<file path="src/rtl/sal_sched_pkg.sv">
// sal_sched shared types: DDR command kinds, pin encodings
// and the read-metadata record queued for the return path.
package sal_sched_pkg;

  typedef enum logic [2:0] {
    CMD_NOP,
    CMD_ACT,
    CMD_RD,
    CMD_WR,
    CMD_PRE,
    CMD_REF
  } cmd_e;

  // {ras_n, cas_n, we_n} with cs_n low
  localparam logic [2:0] ENC_NOP = 3'b111;
  localparam logic [2:0] ENC_ACT = 3'b011;
  localparam logic [2:0] ENC_RD  = 3'b101;
  localparam logic [2:0] ENC_WR  = 3'b100;
  localparam logic [2:0] ENC_PRE = 3'b010;
  localparam logic [2:0] ENC_REF = 3'b001;

  localparam int ID_W  = 4;
  localparam int LEN_W = 4;

  typedef struct packed {
    logic [ID_W-1:0]  id;
    logic [LEN_W-1:0] len;
  } rd_meta_t;

  function automatic logic [2:0] cmd_enc(cmd_e c);
    logic [2:0] e;
    unique case (c)
      CMD_ACT: e = ENC_ACT;
      CMD_RD:  e = ENC_RD;
      CMD_WR:  e = ENC_WR;
      CMD_PRE: e = ENC_PRE;
      CMD_REF: e = ENC_REF;
      default: e = ENC_NOP;
    endcase
    return e;
  endfunction

endpackage

</file>
<file path="src/rtl/sal_sched_if.sv">
// Read-metadata return path: scheduler (master) offers {id,len},
// read-data path (slave) pops with ready.
interface sal_sched_if #(
  parameter int ID_WIDTH  = 4,
  parameter int LEN_WIDTH = 4
);
  logic                 rd_info_valid;
  logic                 rd_info_ready;
  logic [ID_WIDTH-1:0]  rd_info_id;
  logic [LEN_WIDTH-1:0] rd_info_len;
  logic                 rd_q_full;

  modport master (
    output rd_info_valid,
    output rd_info_id,
    output rd_info_len,
    output rd_q_full,
    input  rd_info_ready
  );

  modport slave (
    input  rd_info_valid,
    input  rd_info_id,
    input  rd_info_len,
    input  rd_q_full,
    output rd_info_ready
  );
endinterface

</file>
<file path="src/rtl/sal_rr_arbiter.sv">
// N-way round-robin arbiter; search starts at ptr_i+1 and
// wraps, first requester found gets the one-hot grant.
module sal_rr_arbiter #(
  parameter int N  = 8,
  parameter int PW = 3
) (
  input  logic [N-1:0]  req_i,
  input  logic [PW-1:0] ptr_i,
  output logic [N-1:0]  gnt_o
);

  logic          hit;
  logic [PW-1:0] idx;

  always_comb begin
    gnt_o = '0;
    hit   = 1'b0;
    idx   = '0;
    for (int i = 0; i < N; i++) begin
      idx = PW'((int'(ptr_i) + 1 + i) % N);
      if (!hit && req_i[idx]) begin
        gnt_o[idx] = 1'b1;
        hit        = 1'b1;
      end
    end
  end

endmodule

</file>
<file path="src/rtl/sal_sched.sv">
// Per-bank command scheduler: class-priority round-robin grant,
// registered DDR command bus and in-order read-metadata FIFO.
module sal_sched
  import sal_sched_pkg::*;
#(
  parameter int NUM_BK     = 8,
  parameter int BA_WIDTH   = 3,
  parameter int RA_WIDTH   = 16,
  parameter int CA_WIDTH   = 10,
  parameter int ID_WIDTH   = ID_W,
  parameter int LEN_WIDTH  = LEN_W,
  parameter int RD_Q_DEPTH = 8,
  localparam int AW = (RA_WIDTH > CA_WIDTH) ? RA_WIDTH : CA_WIDTH
) (
  input  logic                      clk,
  input  logic                      rst_n,
  input  logic [NUM_BK-1:0]         act_req_i,
  input  logic [NUM_BK-1:0]         rd_req_i,
  input  logic [NUM_BK-1:0]         wr_req_i,
  input  logic [NUM_BK-1:0]         pre_req_i,
  input  logic [NUM_BK-1:0]         ref_req_i,
  input  logic [NUM_BK*RA_WIDTH-1:0]  ra_i,
  input  logic [NUM_BK*CA_WIDTH-1:0]  ca_i,
  input  logic [NUM_BK*ID_WIDTH-1:0]  id_i,
  input  logic [NUM_BK*LEN_WIDTH-1:0] len_i,
  output logic [NUM_BK-1:0]         bk_gnt_o,
  output logic                      cs_n_o,
  output logic                      ras_n_o,
  output logic                      cas_n_o,
  output logic                      we_n_o,
  output logic [BA_WIDTH-1:0]       ba_o,
  output logic [AW-1:0]             addr_o,
  sal_sched_if.master               rd_if
);

  localparam int QW = $clog2(RD_Q_DEPTH);

  logic [NUM_BK-1:0]    rw_v, cls_v, arb_req, gnt;
  logic [BA_WIDTH-1:0]  ptr_q, g_idx, ba_q;
  cmd_e                 g_cmd;
  logic [RA_WIDTH-1:0]  g_ra;
  logic [CA_WIDTH-1:0]  g_ca;
  logic [ID_WIDTH-1:0]  g_id;
  logic [LEN_WIDTH-1:0] g_len;
  logic [AW-1:0]        addr_d, addr_q;
  logic [2:0]           cmd_d, cmd_q;
  logic                 cs_n_q;

  rd_meta_t             mem_q [RD_Q_DEPTH];
  logic [QW-1:0]        wp_q, rp_q;
  logic [QW:0]          cnt_q;
  logic                 q_full, q_valid, push, pop;

  assign q_full  = (cnt_q == (QW+1)'(RD_Q_DEPTH));
  assign q_valid = (cnt_q != '0);

  // A full FIFO masks only reads; writes keep their class slot
  assign rw_v = (rd_req_i & {NUM_BK{~q_full}}) | wr_req_i;

  always_comb begin
    if (|rw_v)           cls_v = rw_v;
    else if (|act_req_i) cls_v = act_req_i;
    else if (|pre_req_i) cls_v = pre_req_i;
    else                 cls_v = ref_req_i;
  end

  assign arb_req = rst_n ? cls_v : '0;

  sal_rr_arbiter #(
    .N  (NUM_BK),
    .PW (BA_WIDTH)
  ) u_arb (
    .req_i (arb_req),
    .ptr_i (ptr_q),
    .gnt_o (gnt)
  );

  assign bk_gnt_o = gnt;

  always_comb begin
    g_idx = '0;
    g_cmd = CMD_NOP;
    g_ra  = '0;
    g_ca  = '0;
    g_id  = '0;
    g_len = '0;
    for (int b = 0; b < NUM_BK; b++) begin
      if (gnt[b]) begin
        g_idx = BA_WIDTH'(b);
        g_ra  = ra_i[b*RA_WIDTH +: RA_WIDTH];
        g_ca  = ca_i[b*CA_WIDTH +: CA_WIDTH];
        g_id  = id_i[b*ID_WIDTH +: ID_WIDTH];
        g_len = len_i[b*LEN_WIDTH +: LEN_WIDTH];
        unique case (1'b1)
          rd_req_i[b]:  g_cmd = CMD_RD;
          wr_req_i[b]:  g_cmd = CMD_WR;
          act_req_i[b]: g_cmd = CMD_ACT;
          pre_req_i[b]: g_cmd = CMD_PRE;
          ref_req_i[b]: g_cmd = CMD_REF;
        endcase
      end
    end
  end

  always_comb begin
    cmd_d = cmd_enc(g_cmd);
    unique case (g_cmd)
      CMD_ACT:        addr_d = AW'(g_ra);
      CMD_RD, CMD_WR: addr_d = AW'(g_ca);
      default:        addr_d = '0;
    endcase
  end

  always_ff @(posedge clk) begin
    if (!rst_n) begin
      cs_n_q <= 1'b1;
      cmd_q  <= ENC_NOP;
      ba_q   <= '0;
      addr_q <= '0;
      ptr_q  <= BA_WIDTH'(NUM_BK-1);
    end else begin
      cs_n_q <= 1'b0;
      cmd_q  <= cmd_d;
      if (|gnt) begin
        ba_q   <= g_idx;
        addr_q <= addr_d;
        ptr_q  <= g_idx;
      end
    end
  end

  assign cs_n_o                    = cs_n_q;
  assign {ras_n_o, cas_n_o, we_n_o} = cmd_q;
  assign ba_o                      = ba_q;
  assign addr_o                    = addr_q;

  assign push = (g_cmd == CMD_RD);
  assign pop  = q_valid & rd_if.rd_info_ready;

  always_ff @(posedge clk) begin
    if (push) begin
      mem_q[wp_q].id  <= ID_W'(g_id);
      mem_q[wp_q].len <= LEN_W'(g_len);
    end
  end

  always_ff @(posedge clk) begin
    if (!rst_n) begin
      wp_q  <= '0;
      rp_q  <= '0;
      cnt_q <= '0;
    end else begin
      if (push) wp_q <= wp_q + 1'b1;
      if (pop)  rp_q <= rp_q + 1'b1;
      unique case ({push, pop})
        2'b10:   cnt_q <= cnt_q + 1'b1;
        2'b01:   cnt_q <= cnt_q - 1'b1;
        default: cnt_q <= cnt_q;
      endcase
    end
  end

  assign rd_if.rd_info_valid = q_valid;
  assign rd_if.rd_info_id    = ID_WIDTH'(mem_q[rp_q].id);
  assign rd_if.rd_info_len   = LEN_WIDTH'(mem_q[rp_q].len);
  assign rd_if.rd_q_full     = q_full;

  for (genvar b = 0; b < NUM_BK; b++) begin : g_one_req
    a_one_req: assert property (@(posedge clk) disable iff (!rst_n)
      $onehot0({act_req_i[b], rd_req_i[b], wr_req_i[b],
                pre_req_i[b], ref_req_i[b]}));
  end

endmodule

</file>
<file path="src/flat_wrapper.sv">
// flat-port wrapper written by rule: the top's interface ports become plain ports
module sal_sched_flat import sal_sched_pkg::*;
#(
  parameter int NUM_BK     = 8,
  parameter int BA_WIDTH   = 3,
  parameter int RA_WIDTH   = 16,
  parameter int CA_WIDTH   = 10,
  parameter int ID_WIDTH   = ID_W,
  parameter int LEN_WIDTH  = LEN_W,
  parameter int RD_Q_DEPTH = 8,
  localparam int AW = (RA_WIDTH > CA_WIDTH) ? RA_WIDTH : CA_WIDTH
)
  (clk, rst_n, act_req_i, rd_req_i, wr_req_i, pre_req_i, ref_req_i, ra_i, ca_i, id_i, len_i, bk_gnt_o, cs_n_o, ras_n_o, cas_n_o, we_n_o, ba_o, addr_o, rd_if_rd_info_valid, rd_if_rd_info_id, rd_if_rd_info_len, rd_if_rd_q_full, rd_if_rd_info_ready);
  sal_sched_if #(.ID_WIDTH(ID_WIDTH), .LEN_WIDTH(LEN_WIDTH)) rd_if_i ();
  input  logic clk;
  input  logic rst_n;
  input  logic [NUM_BK-1:0] act_req_i;
  input  logic [NUM_BK-1:0] rd_req_i;
  input  logic [NUM_BK-1:0] wr_req_i;
  input  logic [NUM_BK-1:0] pre_req_i;
  input  logic [NUM_BK-1:0] ref_req_i;
  input  logic [NUM_BK*RA_WIDTH-1:0] ra_i;
  input  logic [NUM_BK*CA_WIDTH-1:0] ca_i;
  input  logic [NUM_BK*ID_WIDTH-1:0] id_i;
  input  logic [NUM_BK*LEN_WIDTH-1:0] len_i;
  output logic [NUM_BK-1:0] bk_gnt_o;
  output logic cs_n_o;
  output logic ras_n_o;
  output logic cas_n_o;
  output logic we_n_o;
  output logic [BA_WIDTH-1:0] ba_o;
  output logic [AW-1:0] addr_o;
  output wire logic [$bits(rd_if_i.rd_info_valid)-1:0] rd_if_rd_info_valid;
  output wire logic [$bits(rd_if_i.rd_info_id)-1:0] rd_if_rd_info_id;
  output wire logic [$bits(rd_if_i.rd_info_len)-1:0] rd_if_rd_info_len;
  output wire logic [$bits(rd_if_i.rd_q_full)-1:0] rd_if_rd_q_full;
  input wire logic [$bits(rd_if_i.rd_info_ready)-1:0] rd_if_rd_info_ready;
  assign rd_if_rd_info_valid = rd_if_i.rd_info_valid;
  assign rd_if_rd_info_id = rd_if_i.rd_info_id;
  assign rd_if_rd_info_len = rd_if_i.rd_info_len;
  assign rd_if_rd_q_full = rd_if_i.rd_q_full;
  assign rd_if_i.rd_info_ready = rd_if_rd_info_ready;
  sal_sched #(.NUM_BK(NUM_BK), .BA_WIDTH(BA_WIDTH), .RA_WIDTH(RA_WIDTH), .CA_WIDTH(CA_WIDTH), .ID_WIDTH(ID_WIDTH), .LEN_WIDTH(LEN_WIDTH), .RD_Q_DEPTH(RD_Q_DEPTH)) u_core (.clk(clk), .rst_n(rst_n), .act_req_i(act_req_i), .rd_req_i(rd_req_i), .wr_req_i(wr_req_i), .pre_req_i(pre_req_i), .ref_req_i(ref_req_i), .ra_i(ra_i), .ca_i(ca_i), .id_i(id_i), .len_i(len_i), .bk_gnt_o(bk_gnt_o), .cs_n_o(cs_n_o), .ras_n_o(ras_n_o), .cas_n_o(cas_n_o), .we_n_o(we_n_o), .ba_o(ba_o), .addr_o(addr_o), .rd_if(rd_if_i));
endmodule
</file>
<file path="config.mk">
export PLATFORM = sky130hd
export DESIGN_NAME = sal_sched_flat
export DESIGN_NICKNAME = d
export VERILOG_FILES = /design/src/rtl/sal_sched_pkg.sv /design/src/rtl/sal_sched_if.sv /design/src/rtl/sal_rr_arbiter.sv /design/src/rtl/sal_sched.sv /design/src/flat_wrapper.sv
export SDC_FILE = /design/constraint.sdc
export NUM_CORES = 1
export LEC_CHECK = 0
export ABC_AREA = 1
export BUFFER_PORTS_ARGS = -buffer_cell sky130_fd_sc_hd__buf_4
export CAP_MARGIN = 30
export CORE_MARGIN = 3
export CORE_UTILIZATION = 38
export CTS_CLUSTER_SIZE = 40
export DETAILED_ROUTE_END_ITERATION = 10
export HOLD_SLACK_MARGIN = 0.08
export PLACE_DENSITY = 0.65
export SLEW_MARGIN = 20
export SYNTH_ARGS = -nofsm -noshare
export SYNTH_HDL_FRONTEND = slang
export SYNTH_SLANG_ARGS = --single-unit
</file>
<file path="constraint.sdc">
create_clock -name clk -period 10.16 [get_ports clk]
set_clock_uncertainty 0.05 [all_clocks]
set_input_delay 2.032 -clock clk [delete_from_list [all_inputs] [get_ports clk]]
set_output_delay 2.032 -clock clk [all_outputs]
set_load 0.05 [all_outputs]
</file>
After elaboration in Yosys (flattened, before gate mapping)
Memory sizes are Yosys's and may differ from the RTL's. A register that Yosys moved wholly into a read port is not among the register bits.
Index checks and enable logic that the tools add are counted.

word-level totals
  register bits after elaboration = 36
  latch bits = 0
  RAM bits = 64
  memory bits (read-only) = 0
  input port bits = 315
  output and inout bits = 41
  word-level logic and storage cells = 199
  memories = 1

operators by class
  add/subtract/negate cells = 12
  $mul = 0
  divide/modulo/power cells = 0
  order comparisons = 16
  equality and inequality tests = 8
  shift-type cells = 0
  multiplexer cells = 114
  bitwise operators = 11
  reductions and logical operators = 29

memory list
  memory        words  width  read ports  clocked after memory_dff  wr ports  RTL line         source
  u_core.mem_q  8      8      1           1                         1         sal_sched.sv:49  rd_meta_t mem_q [RD_Q_DEPTH];

operators with widths
  operator                                                            count
  case mux 3 bit (5 select lines)                                     9
  2-to-1 mux 16 bit                                                   8
  2-to-1 mux 8 bit                                                    12
  2-to-1 mux 10 bit                                                   8
  2-to-1 mux 4 bit                                                    16
  bitwise OR 8 bit                                                    8
  2-to-1 mux 3 bit                                                    15
  less-than comparator 3 x 4 -> 1 bit (second input constant)         8
  case mux 16 bit (2 select lines)                                    1
  OR reduction 8 bit                                                  4
  2-to-1 mux 1 bit                                                    27
  binary-select mux 1 bit (select 3 bit)                              8
  demux 1 bit (select 3 bit)                                          8
  greater-or-equal comparator 3 x 1 -> 1 bit (second input constant)  8
  logical AND 1 bit                                                   15
  adder 3 x 1 -> 3 bit (second input constant)                        4
  adder 3 bit (second input constant)                                 4
  AND 8 bit                                                           1
  case mux 4 bit (2 select lines)                                     1
  zero test 1 bit                                                     7
  adder 3 x 2 -> 3 bit (second input constant)                        2
  == test 3 x 2 -> 1 bit (second input constant)                      2
  == test 3 bit (second input constant)                               2
  adder 4 x 1 -> 4 bit (second input constant)                        1
  other kinds (11)                                                    11

Longest topological paths before layout
  depth after elaboration = 42
  mapped depth = 38
  depth with buffers taken out = 38

Hierarchy
A second synthesis with hierarchy kept.

unflattened totals
  cell total of the unflattened synthesis = 1242
  area, all modules = 8304.2 um^2

by module, submodules not included
  module          instances  cells each  area an instance (um^2)  seq. area each (um^2)
  sal_sched       1          948         6879.1                   2702.6
  sal_rr_arbiter  1          294         1425.1                   0.0

Worst setup path after synthesis
No wires, ideal clock.

  path type = in2out
  from = input port act_req_i[7]
  to = output port bk_gnt_o[7]
  arrival time = 4.766 ns
  data required time = 8.078 ns
  path slack = 3.312 ns
  cell stages on the path = 24
  buffers on the path = 3
  path through = nor2_1 -> nand3_1 -> nor2_2 -> nand3_1 -> nand2_1 -> nand3_2 -> nand3_1 -> nand2_1 -> nand3_1 -> nand3_1 -> nand2_2 -> nand2_2 -> nor2_4 -> nand2_2 -> nor3_4 -> nand2_1 -> clkinv_1 -> nand2_1 -> nand2_1 -> nor2_4 -> inv_2 -> buf_2 -> buf_2 -> buf_2

on the way
  longest elaborated chain between the ends = 28

ends and longest elaborated chain
  item                                    RTL line              source
  start: declaration                      flat_wrapper.sv:17    input logic [NUM_BK-1:0] act_req_i;
  OR reduction 8 bit                      sal_sched.sv:62       else if (|act_req_i) cls_v = act_req_i;
  2-to-1 mux 8 bit *                      sal_sched.sv:62
  2-to-1 mux 8 bit *                      sal_sched.sv:61       if (|rw_v) cls_v = rw_v;
  2-to-1 mux 8 bit *                      sal_sched.sv:67       assign arb_req = rst_n ? cls_v : '0;
  binary-select mux 1 bit (select 3 bit)  sal_rr_arbiter.sv:21  if (!hit && req_i[idx]) begin
  2-to-1 mux 1 bit (implied by the code)  sal_rr_arbiter.sv:21
  2-to-1 mux 1 bit                        sal_rr_arbiter.sv:21
  zero test 1 bit                         sal_rr_arbiter.sv:21
  (+12 left out)                          --
  logical AND 1 bit                       sal_rr_arbiter.sv:21
  2-to-1 mux 1 bit                        sal_rr_arbiter.sv:21
  zero test 1 bit                         sal_rr_arbiter.sv:21
  logical AND 1 bit                       sal_rr_arbiter.sv:21
  2-to-1 mux 1 bit                        sal_rr_arbiter.sv:21
  zero test 1 bit                         sal_rr_arbiter.sv:21
  logical AND 1 bit                       sal_rr_arbiter.sv:21
  2-to-1 mux 8 bit *                      sal_rr_arbiter.sv:21
  end: declaration                        flat_wrapper.sv:26    output logic [NUM_BK-1:0] bk_gnt_o;

Every way passes the cells marked *; elsewhere a longest branch is shown, timed or not. The select of a mux whose other input is x is not followed.

Worst setup path after layout
  from = input port pre_req_i[0]
  to = output port bk_gnt_o[5]

on the way
  longest elaborated chain between the ends = 29

ends and longest elaborated chain
  item                                    RTL line              source
  start: declaration                      flat_wrapper.sv:20    input logic [NUM_BK-1:0] pre_req_i;
  OR reduction 8 bit                      sal_sched.sv:63       else if (|pre_req_i) cls_v = pre_req_i;
  2-to-1 mux 8 bit *                      sal_sched.sv:63
  2-to-1 mux 8 bit *                      sal_sched.sv:62
  2-to-1 mux 8 bit *                      sal_sched.sv:61
  2-to-1 mux 8 bit *                      sal_sched.sv:67
  binary-select mux 1 bit (select 3 bit)  sal_rr_arbiter.sv:21
  2-to-1 mux 1 bit (implied by the code)  sal_rr_arbiter.sv:21
  2-to-1 mux 1 bit                        sal_rr_arbiter.sv:21
  (+13 left out)                          --
  logical AND 1 bit                       sal_rr_arbiter.sv:21
  2-to-1 mux 1 bit                        sal_rr_arbiter.sv:21
  zero test 1 bit                         sal_rr_arbiter.sv:21
  logical AND 1 bit                       sal_rr_arbiter.sv:21
  2-to-1 mux 1 bit                        sal_rr_arbiter.sv:21
  zero test 1 bit                         sal_rr_arbiter.sv:21
  logical AND 1 bit                       sal_rr_arbiter.sv:21
  2-to-1 mux 8 bit *                      sal_rr_arbiter.sv:21

Marked as above.

==> results.md <==
- Ranked by instance count, the synthesized netlist is headed by nand2_1, a21oi_1, nor2_1, nand3_1, o21ai_0.
- In the global route stage, overall resource usage came out at approximately 30%.
- The detailed router finished its first iteration with 791 violations.
- The later-pin clock latency in the skew report is ~350 ps.
- The terminus of the critical flop-to-flop path is u_core.mem_q[0][6]$_DFFE_PP_.
- The top achievable clock speed is 127 MHz.
- The post-synthesis instance area is between 8000 and 9000 sq um.
- The leading area contributor after synthesis is edfxtp_1.
- The startpoint of the worst register-to-register path is u_core.ptr_q[0]$_SDFFE_PN1P_.
- Among all flip-flop cells after synthesis, the most frequent one is edfxtp_1.
- Gates resized during post-CTS repair numbered 0.
- For this design, the sink count on the clock tree is 103.
- In this run the clock root is driven by a clkbuf_16.
- In the synthesized netlist the async set-or-reset flop fraction comes to 0%.
- The path class of the lowest-slack min-delay path is flop to flop.
- In this run the number of H-tree levels came out at 3.
- The buffer count from post-CTS setup fixing is 0.
- The slew at the pin with the worst max-slew slack is slightly below 1000 ps.
- The DRC violations left is 0.
- Setup repair after global routing left no endpoint under its margin.
- The average cell area after synthesis is between 6 and 7 sq um.
- STA classifies the critical path startpoint as a primary input.
- The number of antenna violations at the first check in global routing is 1.
- The final layout contains routed wiring with a total length of between 40000 and 50000 um.
- Counting every net in the synthesized netlist gives between 1500 and 2000.
- The critical hold path startpoint is u_core.rp_q[2]$_SDFFE_PN0P_.
- The number of fill cells is around 2300.
- The aggregate global routing overflow is 0.
- 0 antenna diodes ended up in the layout.
- The sequential cell area fraction in the yosys report is 30.7%.
- The number of different library cells in the post-synthesis netlist is 50.
- The worst setup path is of the primary input to output pin kind.
- The worst hold path terminates at u_core.rp_q[2]$_SDFFE_PN0P_.
- Measured along the x axis, the die boundary spans between 150 and 200 um.
- The area growth from synthesis to layout is 34.5%.
- The post-detailed-placement half-perimeter wirelength is roughly 33000 um.
- Counting I/O delays and the setup requirement, the final critical path takes 7880 ps.
- The number of pins with negative max-slew slack in the final report is 0.
- The synthesized flop and latch total is about 100.
- The count of nets left with antenna violations after detail routing is 0.
- The count of hold buffers inserted by post-cts repair is 0.
- The arrival time at the worst endpoint is between 5000 and 6000 ps.
- The number of cells on the worst hold path is 2.
- After synthesis, the cell types taking the most area are edfxtp_1, nand2_1, dfxtp_1.
- The number of clock buffers added by TritonCTS is 9.
- For this design the top-level I/O count stands at roughly 360.
- The initialized floorplan defines 55 standard-cell rows.
- Of the post-synthesis cell area, the dominant cell type holds between 20 and 25%.
- The post-route netlist has a little over a quarter of its cells at a drive strength greater than 1.
- The synthesized design contains 64 enable-type register cells.
- Before antenna repair, the detailed router went through 5 iterations.
- The dominant cell by count in the synthesized netlist is nand2_1.
- The number of global-route vias before repair came to approximately 10000.
- The clock transition at the register clock pins on the worst setup and hold paths after CTS is about 70 ps.
- Adding up every negative setup slack in the final design gives 0 ps.
- The depth of the worst register-to-register path is 29.
- The data required time at the worst endpoint is roughly 8000 ps.
- Setup violations remaining at the end of the flow were counted as 0.
- Setup slack on the worst reg-to-reg path comes out at around 3000 ps.
- The CTS tree is done.
- The routed wirelength normalized by instance count is between 20 and 25 um.
- The post-route clock period utilization is about 78%.
- Along the worst path, the maximum fanout reaches 27.
- The largest net degree at the start of global routing is between 50 and 60.
- The vertical die dimension is approximately 160 um.
- The core region is around 23000 sq um.
- The total via count in the routed design is about 11000.
- The first global-routing pass estimated a little under 60000 um of wire.
- Port buffering added 355 buffers.
- The worst-case clock buffer depth is 2.
- Routability-driven placement finished with a final weighted congestion of approximately 0.97.
- In the synthesized netlist, the number of instances is roughly 1400.
- The via density per instance is roughly 5.5.
- The endpoint class of the critical path is an output pin.
- The number of hold violations in the final report was 0.
- The worst slew margin relative to its limit is approximately a third.
- For this configuration, the core starts out at a cell density of 38.8%.
- The final-stage net count is 1986.
- The count of max-cap constraint violations is 0.
- The run finished with clean final reports.
- The floorplan step defined a die boundary enclosing roughly 25000 sq um.
- For this run, the number of Yosys warnings is 0.
==> per-stage QoR <==
| step | cells | area (sq um) | setup WS (ps) | utilization [%] | hold WS [ps] |
|---|---|---|---|---|---|
| CTS | 1948 | 11800 | 2310 | 52.2 | 425 |
| detailed placement | 1932 | 11500 | 2310 | 50.7 | 412 |
| global placement | 1929 | 11500 | 2330 | 50.6 | 400 |
| finish | 1950 | 11900 | 2280 | 52.2 | 417 |
| floorplan | 1358 | 8820 | 3310 | - | 383 |
| global route | 1950 | 11900 | 1950 | 52.2 | 446 |
==> cell families after synthesis <==
family / Yosys count / synth area share (%)
AND/OR/NAND/NOR: 730 / 36.8
AO/OA/AOI/OAI: 346 / 22.3
buffers and inverters: 164 / 8.33
flip-flops: 103 / 30.7
adder cells (fa/ha/maj): 11 / 1.56
XOR/XNOR: 4 / 0.397
==> cells in the final DEF (no fill, tap or decap), types with 2 or more instances in the layout <==
cell type / Yosys / routed
a21boi_0: 6 / 6
a21boi_1: 3 / 3
a21oi_1: 138 / 138
a21oi_2: 2 / 2
a2bb2oi_1: 5 / 5
a31oi_1: 8 / 8
buf_2: 35 / 4
buf_4: 8 / 366
bufinv_16: 0 / 2
clkbuf_16: 0 / 9
clkinv_1: 3 / 4
dfxtp_1: 39 / 39
edfxtp_1: 64 / 64
ha_1: 11 / 11
inv_1: 72 / 72
inv_2: 9 / 9
inv_6: 0 / 2
nand2_1: 374 / 374
nand2_2: 10 / 10
nand2_4: 2 / 2
nand3_1: 122 / 122
nand3_2: 15 / 15
nand3b_1: 6 / 6
nand4_1: 23 / 23
nor2_1: 137 / 137
nor2_2: 4 / 4
nor2_4: 3 / 3
nor2_8: 2 / 2
nor3_1: 20 / 20
o211ai_1: 10 / 10
o21a_1: 32 / 32
o21ai_0: 92 / 92
o21ai_1: 21 / 21
o21bai_1: 11 / 11
o22ai_1: 12 / 12
or2_1: 2 / 2
or2_2: 5 / 5
xor2_1: 3 / 3
==> worst max-delay path, cell delays in order <==
cell      delay, ps
buf_4           120
nor2_1          160
nand2_1          80
nor2_1          490
nand2_1         100
nand3_1         100
nand2_1          60
nand3_2          90
nand3_1         100
nand2_1          90
nand3_1         130
nand3_2         120
nand2_2         160
nand3_1         230
inv_2            80
a21oi_1         190
o211ai_1        120
a21oi_1         180
nand3_2         510
buf_4           430
buf_4           210
==> flip-flops by register name, indices dropped and copies added (netlist names), named ones only <==
| register | count |
|---|---|
| u_core.wp_q | 3 |
| u_core.rp_q | 3 |
| u_core.cmd_q | 3 |
| u_core.addr_o | 16 |
| u_core.ba_o | 3 |
| u_core.mem_q | 64 |
| u_core.cs_n_o | 1 |
| u_core.cnt_q | 4 |
| u_core.ptr_q | 3 |
==> layer usage <==
metal  global-route usage (%)  up-vias  part of all wire, %  wire length [um]
met3                     6.03       68                  7.7              3100
li1                         -     5222                    -                 -
met5                        0        -                0.022                 9
met4                     9.95        2                  3.5              1410
met1                     37.5     4995                   40             16100
met2                     54.3      473                   49             19900
==> worst max path at each step <==
stage	start	end	slack, ps	cells after the start
6_report	pre_req_i[0]	bk_gnt_o[5]	2280	21
5_1_grt	act_req_i[4]	bk_gnt_o[3]	1950	22
4_1_cts	pre_req_i[0]	bk_gnt_o[5]	2310	21
3_5_place_dp	pre_req_i[0]	bk_gnt_o[5]	2310	21
3_3_place_gp	act_req_i[5]	bk_gnt_o[5]	2330	22
2_1_floorplan	act_req_i[7]	bk_gnt_o[7]	3310	24
==> final cells by class <==
cell class                 count  area, sq um  area share, %
multi-input combinational   1091         5380           45.4
timing repair buffer         371         2780           23.4
tap                          285          357           3.01
clock inverter                 7          100          0.844
inverter                      84          315           2.66
clock buffer                   9          225           1.90
sequential                   103         2700           22.8
Power is left out: the tool's default activity adds up to more than one toggle a clock period on the data nets, which glitch-free logic cannot reach.
